===== config.mk =====
export PLATFORM = sky130hd
export DESIGN_NAME = sid_voice_pipe
export DESIGN_NICKNAME = d
export VERILOG_FILES = /design/src/rtl/sid_voice_pipe.sv
export SDC_FILE = /design/constraint.sdc
export NUM_CORES = 1
export LEC_CHECK = 0
export BUFFER_PORTS_ARGS = -buffer_cell sky130_fd_sc_hd__clkbuf_2
export CORE_MARGIN = 1.5
export CORE_UTILIZATION = 45
export DETAILED_ROUTE_END_ITERATION = 12
export PLACE_DENSITY = 0.64
export SLEW_MARGIN = 10
export SYNTH_ARGS = -nofsm -noshare
export SYNTH_HDL_FRONTEND = slang
export SYNTH_SLANG_ARGS = --single-unit

===== constraint.sdc =====
create_clock -name clk -period 7.9 [get_ports clk]
set_input_delay 0.395 -clock clk [delete_from_list [all_inputs] [get_ports clk]]
set_output_delay 0.395 -clock clk [all_outputs]
set_load 0.05 [all_outputs]

===== src/rtl/sid_voice_pipe.sv =====
// Time-multiplexed SID voice DCA: per-voice waveform-0 hold with TTL fade,
// model-dependent DC offsets and a two-stage waveform x envelope multiply-add.

package sid;
    typedef enum logic {
        MOS6581 = 1'b0,
        MOS8580 = 1'b1
    } model_e;
endpackage

module sid_voice_pipe #(
    parameter int  VOICES        = 3,
    parameter int  WAVE_BITS     = 12,
    parameter int  ENV_BITS      = 8,
    parameter int  TTL_BITS      = 23,
    parameter int  WF0_TTL_6581  = 200000,
    parameter int  WF0_TTL_8580  = 5000000,
    parameter int  FADE_MODE     = 0,
    parameter int  WAVE_DC_6581  = -896,
    parameter int  WAVE_DC_8580  = -(1 << (WAVE_BITS - 1)),
    parameter int  VOICE_DC_6581 = (1 << (WAVE_BITS - 1)) * ((1 << ENV_BITS) - 1),
    localparam int VB            = (VOICES > 1) ? $clog2(VOICES) : 1,
    localparam int OW            = WAVE_BITS + ENV_BITS + 2
) (
    input  logic                 clk,
    input  logic                 rst,
    input  sid::model_e          model,
    input  logic                 in_valid,
    input  logic [WAVE_BITS-1:0] wave_i,
    input  logic                 wave_none_i,
    input  logic [ENV_BITS-1:0]  env_i,
    output logic                 out_valid,
    output logic [VB-1:0]        out_voice,
    output logic                 frame_o,
    output logic signed [OW-1:0] voice_o,
    output logic [7:0]           osc_o
);

    localparam logic [TTL_BITS-1:0] TTL_6581   = TTL_BITS'(WF0_TTL_6581);
    localparam logic [TTL_BITS-1:0] TTL_8580   = TTL_BITS'(WF0_TTL_8580);
    localparam logic [VB-1:0]       LAST_VOICE = VB'(VOICES - 1);

    // ------------------------------------------------------------------
    // Slot counter and per-voice hold state
    // ------------------------------------------------------------------
    logic [VB-1:0]                          slot_q, slot_d;
    logic [TTL_BITS-1:0]                    ttl;
    logic [VOICES-1:0][WAVE_BITS-1:0]       held_all;
    logic [WAVE_BITS-1:0]                   eff_d;

    always_comb begin
        ttl   = (model == sid::MOS6581) ? TTL_6581 : TTL_8580;
        slot_d = slot_q;
        if (in_valid) begin
            slot_d = (slot_q == LAST_VOICE) ? '0 : slot_q + 1'b1;
        end
        // A held voice replays its pre-update value in the slot that fades it.
        eff_d = wave_none_i ? held_all[slot_q] : wave_i;
    end

    always_ff @(posedge clk or posedge rst) begin
        if (rst) begin
            slot_q <= '0;
        end else begin
            slot_q <= slot_d;
        end
    end

    genvar gi;
    generate
        for (gi = 0; gi < VOICES; gi++) begin : g_voice
            logic [WAVE_BITS-1:0] held_q, held_d;
            logic [TTL_BITS-1:0]  age_q, age_d;
            logic                 hit;

            assign hit = in_valid && (slot_q == VB'(gi));

            always_comb begin
                held_d = held_q;
                age_d  = age_q;
                if (hit) begin
                    if (!wave_none_i) begin
                        held_d = wave_i;
                        age_d  = '0;
                    end else if (age_q >= ttl) begin
                        // ">=" also catches an age left above a smaller TTL by a model switch.
                        age_d  = ttl;
                        held_d = (FADE_MODE != 0) ? (held_q >> 1) : '0;
                    end else begin
                        age_d  = age_q + 1'b1;
                    end
                end
            end

            always_ff @(posedge clk or posedge rst) begin
                if (rst) begin
                    held_q <= '0;
                    age_q  <= '0;
                end else begin
                    held_q <= held_d;
                    age_q  <= age_d;
                end
            end

            assign held_all[gi] = held_q;
        end
    endgenerate

    // ------------------------------------------------------------------
    // Stage 1: effective waveform, envelope, model and voice index
    // ------------------------------------------------------------------
    logic                 s1_valid_q, s1_valid_d;
    logic [WAVE_BITS-1:0] s1_eff_q, s1_eff_d;
    logic [ENV_BITS-1:0]  s1_env_q, s1_env_d;
    sid::model_e          s1_model_q, s1_model_d;
    logic [VB-1:0]        s1_voice_q, s1_voice_d;

    always_comb begin
        s1_valid_d = in_valid;
        s1_eff_d   = s1_eff_q;
        s1_env_d   = s1_env_q;
        s1_model_d = s1_model_q;
        s1_voice_d = s1_voice_q;
        if (in_valid) begin
            s1_eff_d   = eff_d;
            s1_env_d   = env_i;
            s1_model_d = model;
            s1_voice_d = slot_q;
        end
    end

    always_ff @(posedge clk or posedge rst) begin
        if (rst) begin
            s1_valid_q <= 1'b0;
            s1_eff_q   <= '0;
            s1_env_q   <= '0;
            s1_model_q <= sid::MOS6581;
            s1_voice_q <= '0;
        end else begin
            s1_valid_q <= s1_valid_d;
            s1_eff_q   <= s1_eff_d;
            s1_env_q   <= s1_env_d;
            s1_model_q <= s1_model_d;
            s1_voice_q <= s1_voice_d;
        end
    end

    // ------------------------------------------------------------------
    // Stage 2: (eff + WAVE_DC) * env at 32 bits
    // ------------------------------------------------------------------
    logic               s2_valid_q, s2_valid_d;
    logic signed [31:0] s2_prod_q, s2_prod_d;
    sid::model_e        s2_model_q, s2_model_d;
    logic [7:0]         s2_osc_q, s2_osc_d;
    logic [VB-1:0]      s2_voice_q, s2_voice_d;
    logic               s2_frame_q, s2_frame_d;
    logic signed [31:0] eff_s, env_s, wave_dc;

    always_comb begin
        eff_s      = signed'(32'(s1_eff_q));
        env_s      = signed'(32'(s1_env_q));
        wave_dc    = (s1_model_q == sid::MOS6581) ? 32'(WAVE_DC_6581) : 32'(WAVE_DC_8580);
        s2_valid_d = s1_valid_q;
        s2_prod_d  = s2_prod_q;
        s2_model_d = s2_model_q;
        s2_osc_d   = s2_osc_q;
        s2_voice_d = s2_voice_q;
        s2_frame_d = s2_frame_q;
        if (s1_valid_q) begin
            s2_prod_d  = (eff_s + wave_dc) * env_s;
            s2_model_d = s1_model_q;
            s2_osc_d   = s1_eff_q[WAVE_BITS-1 -: 8];
            s2_voice_d = s1_voice_q;
            s2_frame_d = (s1_voice_q == LAST_VOICE);
        end
    end

    always_ff @(posedge clk or posedge rst) begin
        if (rst) begin
            s2_valid_q <= 1'b0;
            s2_prod_q  <= '0;
            s2_model_q <= sid::MOS6581;
            s2_osc_q   <= '0;
            s2_voice_q <= '0;
            s2_frame_q <= 1'b0;
        end else begin
            s2_valid_q <= s2_valid_d;
            s2_prod_q  <= s2_prod_d;
            s2_model_q <= s2_model_d;
            s2_osc_q   <= s2_osc_d;
            s2_voice_q <= s2_voice_d;
            s2_frame_q <= s2_frame_d;
        end
    end

    // ------------------------------------------------------------------
    // Output register: add the model's output offset and truncate
    // ------------------------------------------------------------------
    logic                 out_valid_q, out_valid_d;
    logic [VB-1:0]        out_voice_q, out_voice_d;
    logic                 frame_q, frame_d;
    logic signed [OW-1:0] voice_q, voice_d;
    logic [7:0]           osc_q, osc_d;
    logic signed [31:0]   voice_dc;

    always_comb begin
        voice_dc    = (s2_model_q == sid::MOS6581) ? 32'(VOICE_DC_6581) : '0;
        out_valid_d = s2_valid_q;
        out_voice_d = out_voice_q;
        frame_d     = frame_q;
        voice_d     = voice_q;
        osc_d       = osc_q;
        if (s2_valid_q) begin
            out_voice_d = s2_voice_q;
            frame_d     = s2_frame_q;
            voice_d     = OW'(voice_dc + s2_prod_q);
            osc_d       = s2_osc_q;
        end
    end

    always_ff @(posedge clk or posedge rst) begin
        if (rst) begin
            out_valid_q <= 1'b0;
            out_voice_q <= '0;
            frame_q     <= 1'b0;
            voice_q     <= '0;
            osc_q       <= '0;
        end else begin
            out_valid_q <= out_valid_d;
            out_voice_q <= out_voice_d;
            frame_q     <= frame_d;
            voice_q     <= voice_d;
            osc_q       <= osc_d;
        end
    end

    assign out_valid = out_valid_q;
    assign out_voice = out_voice_q;
    assign frame_o   = frame_q;
    assign voice_o   = voice_q;
    assign osc_o     = osc_q;

endmodule

== After elaboration in Yosys (flattened, before gate mapping) ==
Cells that the tools add are included.
Word-level totals
  flip-flop bits (word level): 200
  output and inout port bits: 34
Operators by class
  add/subtract/negate cells: 6
  multipliers: 1
  magnitude comparators: 4
  eq/ne operators: 6
  muxes and demuxes: 19
  reductions and logical operators: 7
Operators by type and width (number)
  $mux W23: 7
  $mux W12: 8
  $add A23 B1 Y23 const B: 3
  $ge A23 B23 Y1: 3
  $bmux W12 S2: 1
  $add A20 B22 Y22: 1
  $mul A14 B9 Y22: 1
  $mux W19: 1
  $add A13 B12 Y14: 1
  $mux W11: 1
  $ne A2 B1 Y1 const B: 3
  $reduce_and A2 Y1: 3
  $eq A2 B2 Y1 const B: 2
  $logic_and A1 B1 Y1: 3
  $lt A2 B3 Y1 const B: 1
  $add A2 B1 Y2 const B: 1
  $eq A2 B1 Y1 const B: 1
  $logic_not A2 Y1: 1
  $mux W2: 1

== Depth between registers and ports, before layout ==
  word-level depth: 4
  gate-level depth with buffers: 23

== Least setup slack after synthesis ==
OpenSTA, ideal clock, no wires.
  path type: register to register
  from: register s1_eff_q[7]
  to: register s2_prod_q[17]
  data arrival time: 5193 ps
  slack: 2582 ps
  stages on the path, launching flop included: 21
  buffers on the path: 1
  cells stage by stage: dfrtp_1 ha_1 ha_1 a31oi_1 xnor2_1 nand2_1 fa_1 inv_1 fa_1 fa_1 inv_1 fa_1 inv_1 ha_1 clkbuf_1 nand3_1 o41ai_1 a31o_2 a41oi_1 xnor2_1 mux2_2
On the way
  word-level cells in the longest chain between the ends: 2
Ends and longest elaborated chain
  from (decl): RTL line 113  | logic [WAVE_BITS-1:0] s1_eff_q, s1_eff_d;
  from (signal assigned): RTL line 135  | s1_eff_q <= '0;
  from (signal assigned): RTL line 141  | s1_eff_q <= s1_eff_d;
  $add A13 B12 Y14: RTL line 170  | s2_prod_d = (eff_s + wave_dc) * env_s;
  $mul A14 B9 Y22: RTL line 170
  to (signal assigned): RTL line 188  | s2_prod_q <= s2_prod_d;
  to (decl): RTL line 152  | logic signed [31:0] s2_prod_q, s2_prod_d;
Every way passes these cells.
A chain may end at the register's enable or synchronous reset.

== Worst setup path in the final report ==
  from: register s1_model_q
  to: register s2_prod_q[17]
On the way
  word-level cells in the longest chain between the ends: 3
Ends and longest elaborated chain
  from (decl): RTL line 115  | sid::model_e s1_model_q, s1_model_d;
  from (signal assigned): RTL line 137  | s1_model_q <= sid::MOS6581;
  from (signal assigned): RTL line 143  | s1_model_q <= s1_model_d;
  $mux W11: RTL line 162  | wave_dc = (s1_model_q == sid::MOS6581) ? 32'(WAVE_DC_6581) : 32'(WAVE_DC_8580);
  $add A13 B12 Y14: RTL line 170
  $mul A14 B9 Y22: RTL line 170
Every way passes these cells.

==> impl_metrics.env <==
export IMPL_first_pass_iters=5
export IMPL_dieWidth_microns=183
export IMPL_r2r_start="s1_model_q$_DFFE_PP0P_"
export IMPL_min_period_ps=5710
export IMPL_clk_latency_ps=450
export IMPL_drv_cap=0
export IMPL_slew_headroom_pct=24.9
export IMPL_antenna_found_initial=0
export IMPL_grt_max_degree=122
export IMPL_fp_dieH_microns=183
export IMPL_routed_wl_microns=34100
export IMPL_yosysTopAreaCell="dfrtp_1"
export IMPL_hpwl_microns=24500
export IMPL_gp_congestion=0.886
export IMPL_viasPerCell=5.76
export IMPL_core_area_sq_mm=0.0316
export IMPL_hold_viol=0
export IMPL_cts_resized=0
export IMPL_setup_viol=0
export IMPL_numPortBuffers=58
export IMPL_dr_first_iter_drc_count=761
export IMPL_cts_buffer_depth=2
export IMPL_num_antenna_cells=0
export IMPL_clk_pin_slew_ps=80
export IMPL_worst_pin_slew_ps=1120
export IMPL_syn_area_sq_mm=0.0145
export IMPL_ys_types=70
export IMPL_overflow=0
export IMPL_rsz0062_at_grt="no"
export IMPL_ant_nets=0
export IMPL_fin_worst_skew_ps=18.5
export IMPL_initial_core_util_pct=45.9
export IMPL_cts_sinks=200
export IMPL_nNetsFinal=1727
export IMPL_ys_seq_area_share_pct=34.4
export IMPL_path_class="flop to flop"
export IMPL_tritoncts="yes"
export IMPL_route_detailed_drc=0
export IMPL_postCtsSetupBuffers=0
export IMPL_yosys_register_bits=200
export IMPL_cp_arrival_ps=6050
export IMPL_synth_edf_count=0
export IMPL_finalCritPeriodShare_pct=72.3
export IMPL_synth_top_cells_by_area="dfrtp_1, fa_1, ha_1"
export IMPL_dieArea_sq_mm=0.0334
export IMPL_cp_end_kind="flop"
export IMPL_drive_above_1_share_pct=11.0
export IMPL_grt_pass1_vias=11200
export IMPL_fmax_mhz=175
export IMPL_grt_pass1_wl_microns=57400
export IMPL_pin_count=59
export IMPL_critPathLaunchType="flop"
export IMPL_synth_avg_cell_area_sq_um=9.57
export IMPL_setup_tns_ps=0
export IMPL_outcome="finished clean"
export IMPL_synth_nets=1718
export IMPL_clockRootBuffer="clkbuf_16"
export IMPL_synth_common_cells="dfrtp_1, inv_1, nand2_1, fa_1, ha_1"
export IMPL_cp_max_fo=9
export IMPL_fin_util_pct=49.7
export IMPL_worstPathRequired_ps=8240
export IMPL_row_count=65
export IMPL_ys_flop_type="dfrtp_1"
export IMPL_syn_instance_count=1519
export IMPL_yosysMostFrequentCell="dfrtp_1"
export IMPL_synthArstFlopShare_pct=100
export IMPL_htree_levels=4
export IMPL_cts_buffers=17
export IMPL_areaGrowthSynthToFinish_pct=8.11
export IMPL_netlist_area_leader_share_pct=34.4
export IMPL_crit_path_start="s1_model_q$_DFFE_PP0P_"
export IMPL_ys_warnings_count=0
export IMPL_slew_violations=0
export IMPL_groute_usage_overall_pct=21.4
export IMPL_cts_hold_buf=0
export IMPL_avgRoutedWirePerCell_microns=17.5
export IMPL_num_vias=11200
export IMPL_worstHoldPathType="input port to async pin"
sequential cells by signal (all words and copies together) (netlist names), 2 cells and up:
signal / flops
s2_voice_q: 2
g_voice.age_q: 69
s1_env_q: 8
out_voice: 2
g_voice.held_q: 36
s2_prod_q: 22
osc_o: 8
s2_osc_q: 8
slot_q: 2
voice_o: 22
s1_voice_q: 2
s1_eff_q: 12
worst max-delay path, cell delays in order (launching register included):
cell and delay, ps:
dfrtp_1 370, inv_1 80, ha_1 190, ha_1 200, a31oi_1 320, xnor2_1 320, nand2_1 140, fa_1 510
inv_1 50, fa_1 470, fa_1 490, inv_1 50, fa_1 520, inv_1 40, ha_1 420, nand3_1 160
o41ai_1 410, a31o_2 200, a41oi_1 190, xnor2_1 170, mux2_2 260
through the flow:
stage | worst slack, ps | cells | area (sq um) | hold slack, ps
global placement | 2390 | 1911 | 15100 | 461
CTS | 2240 | 1943 | 15700 | 151
finish | 2190 | 1943 | 15700 | 111
floorplan | 2050 | 1519 | 14500 | 352
global route | 1780 | 1943 | 15700 | 152
detailed placement | 2270 | 1911 | 15100 | 470
logic make-up after synthesis:
group / synth area share, %
compound gates: 15.4
xor+xnor: 1.63
fa+ha+maj: 19.6
buf+inv: 6.68
flops: 34.4
mux: 6.04
simple gates: 16.3
final timing paths:
path / to / slack [ps] / depth (start not counted)
setup / recovery: s2_prod_q[17]$_DFFE_PP0P_ / 2190 / 20
hold / removal: voice_o[8]$_DFFE_PP0P_ / 110 / 2
setup reg to reg: s2_prod_q[17]$_DFFE_PP0P_ / 2190 / 20
hold reg to reg: s2_prod_q[7]$_DFFE_PP0P_ / 490 / 1
max in group asynchronous: slot_q[0]$_DFFE_PP0P_ / 6160 / 3
min in group clk: s1_env_q[6]$_DFFE_PP0P_ / 170 / 2
cell type report:
cell class,count,area [sq um]
fill,2921,15900
multi-input combinational,1065,8560
sequential,200,5010
inverter,178,676
tap,402,503
clock buffer,17,425
timing repair buffer,66,350
clock inverter,15,194
routing by layer:
layer	part of all wire [%]	global-route usage, %	vias to the layer above
met2	49	37.3	236
met4	1.2	4.96	0
met5	0	0	-
li1	-	-	5328
met3	3.6	3.47	33
met1	46	27.7	5599
layout by cell type (no fill, tap or decap), types with 6 or more instances in the layout:
cell type | Yosys | routed
dfrtp_1 | 200 | 199
inv_1 | 178 | 177
nand2_1 | 151 | 151
fa_1 | 89 | 89
ha_1 | 85 | 85
o21ai_0 | 69 | 69
and2_1 | 69 | 69
mux2_2 | 61 | 61
nor2_1 | 58 | 58
clkbuf_2 | 0 | 58
nand3_1 | 55 | 55
a21oi_1 | 44 | 44
a22o_1 | 36 | 36
o211ai_1 | 31 | 31
nand4_1 | 28 | 28
nor3_1 | 26 | 26
xnor2_1 | 23 | 23
mux2i_1 | 19 | 19
a21o_1 | 17 | 17
or3_1 | 17 | 17
clkbuf_16 | 0 | 17
o22ai_1 | 14 | 14
and3_1 | 13 | 13
o221ai_1 | 12 | 12
nor4_1 | 12 | 12
a31oi_1 | 9 | 9
o21a_1 | 8 | 8
buf_4 | 0 | 8
a211oi_1 | 7 | 7
o31a_1 | 7 | 7
o31ai_1 | 7 | 7
nand2b_1 | 6 | 6
o2bb2ai_1 | 6 | 6
or4_1 | 6 | 6
and4_1 | 6 | 6
inv_8 | 0 | 6
a32oi_1 | 6 | 6
Power is left out: the tool's default activity adds up to more than one toggle a clock period on the data nets, which glitch-free logic cannot reach.
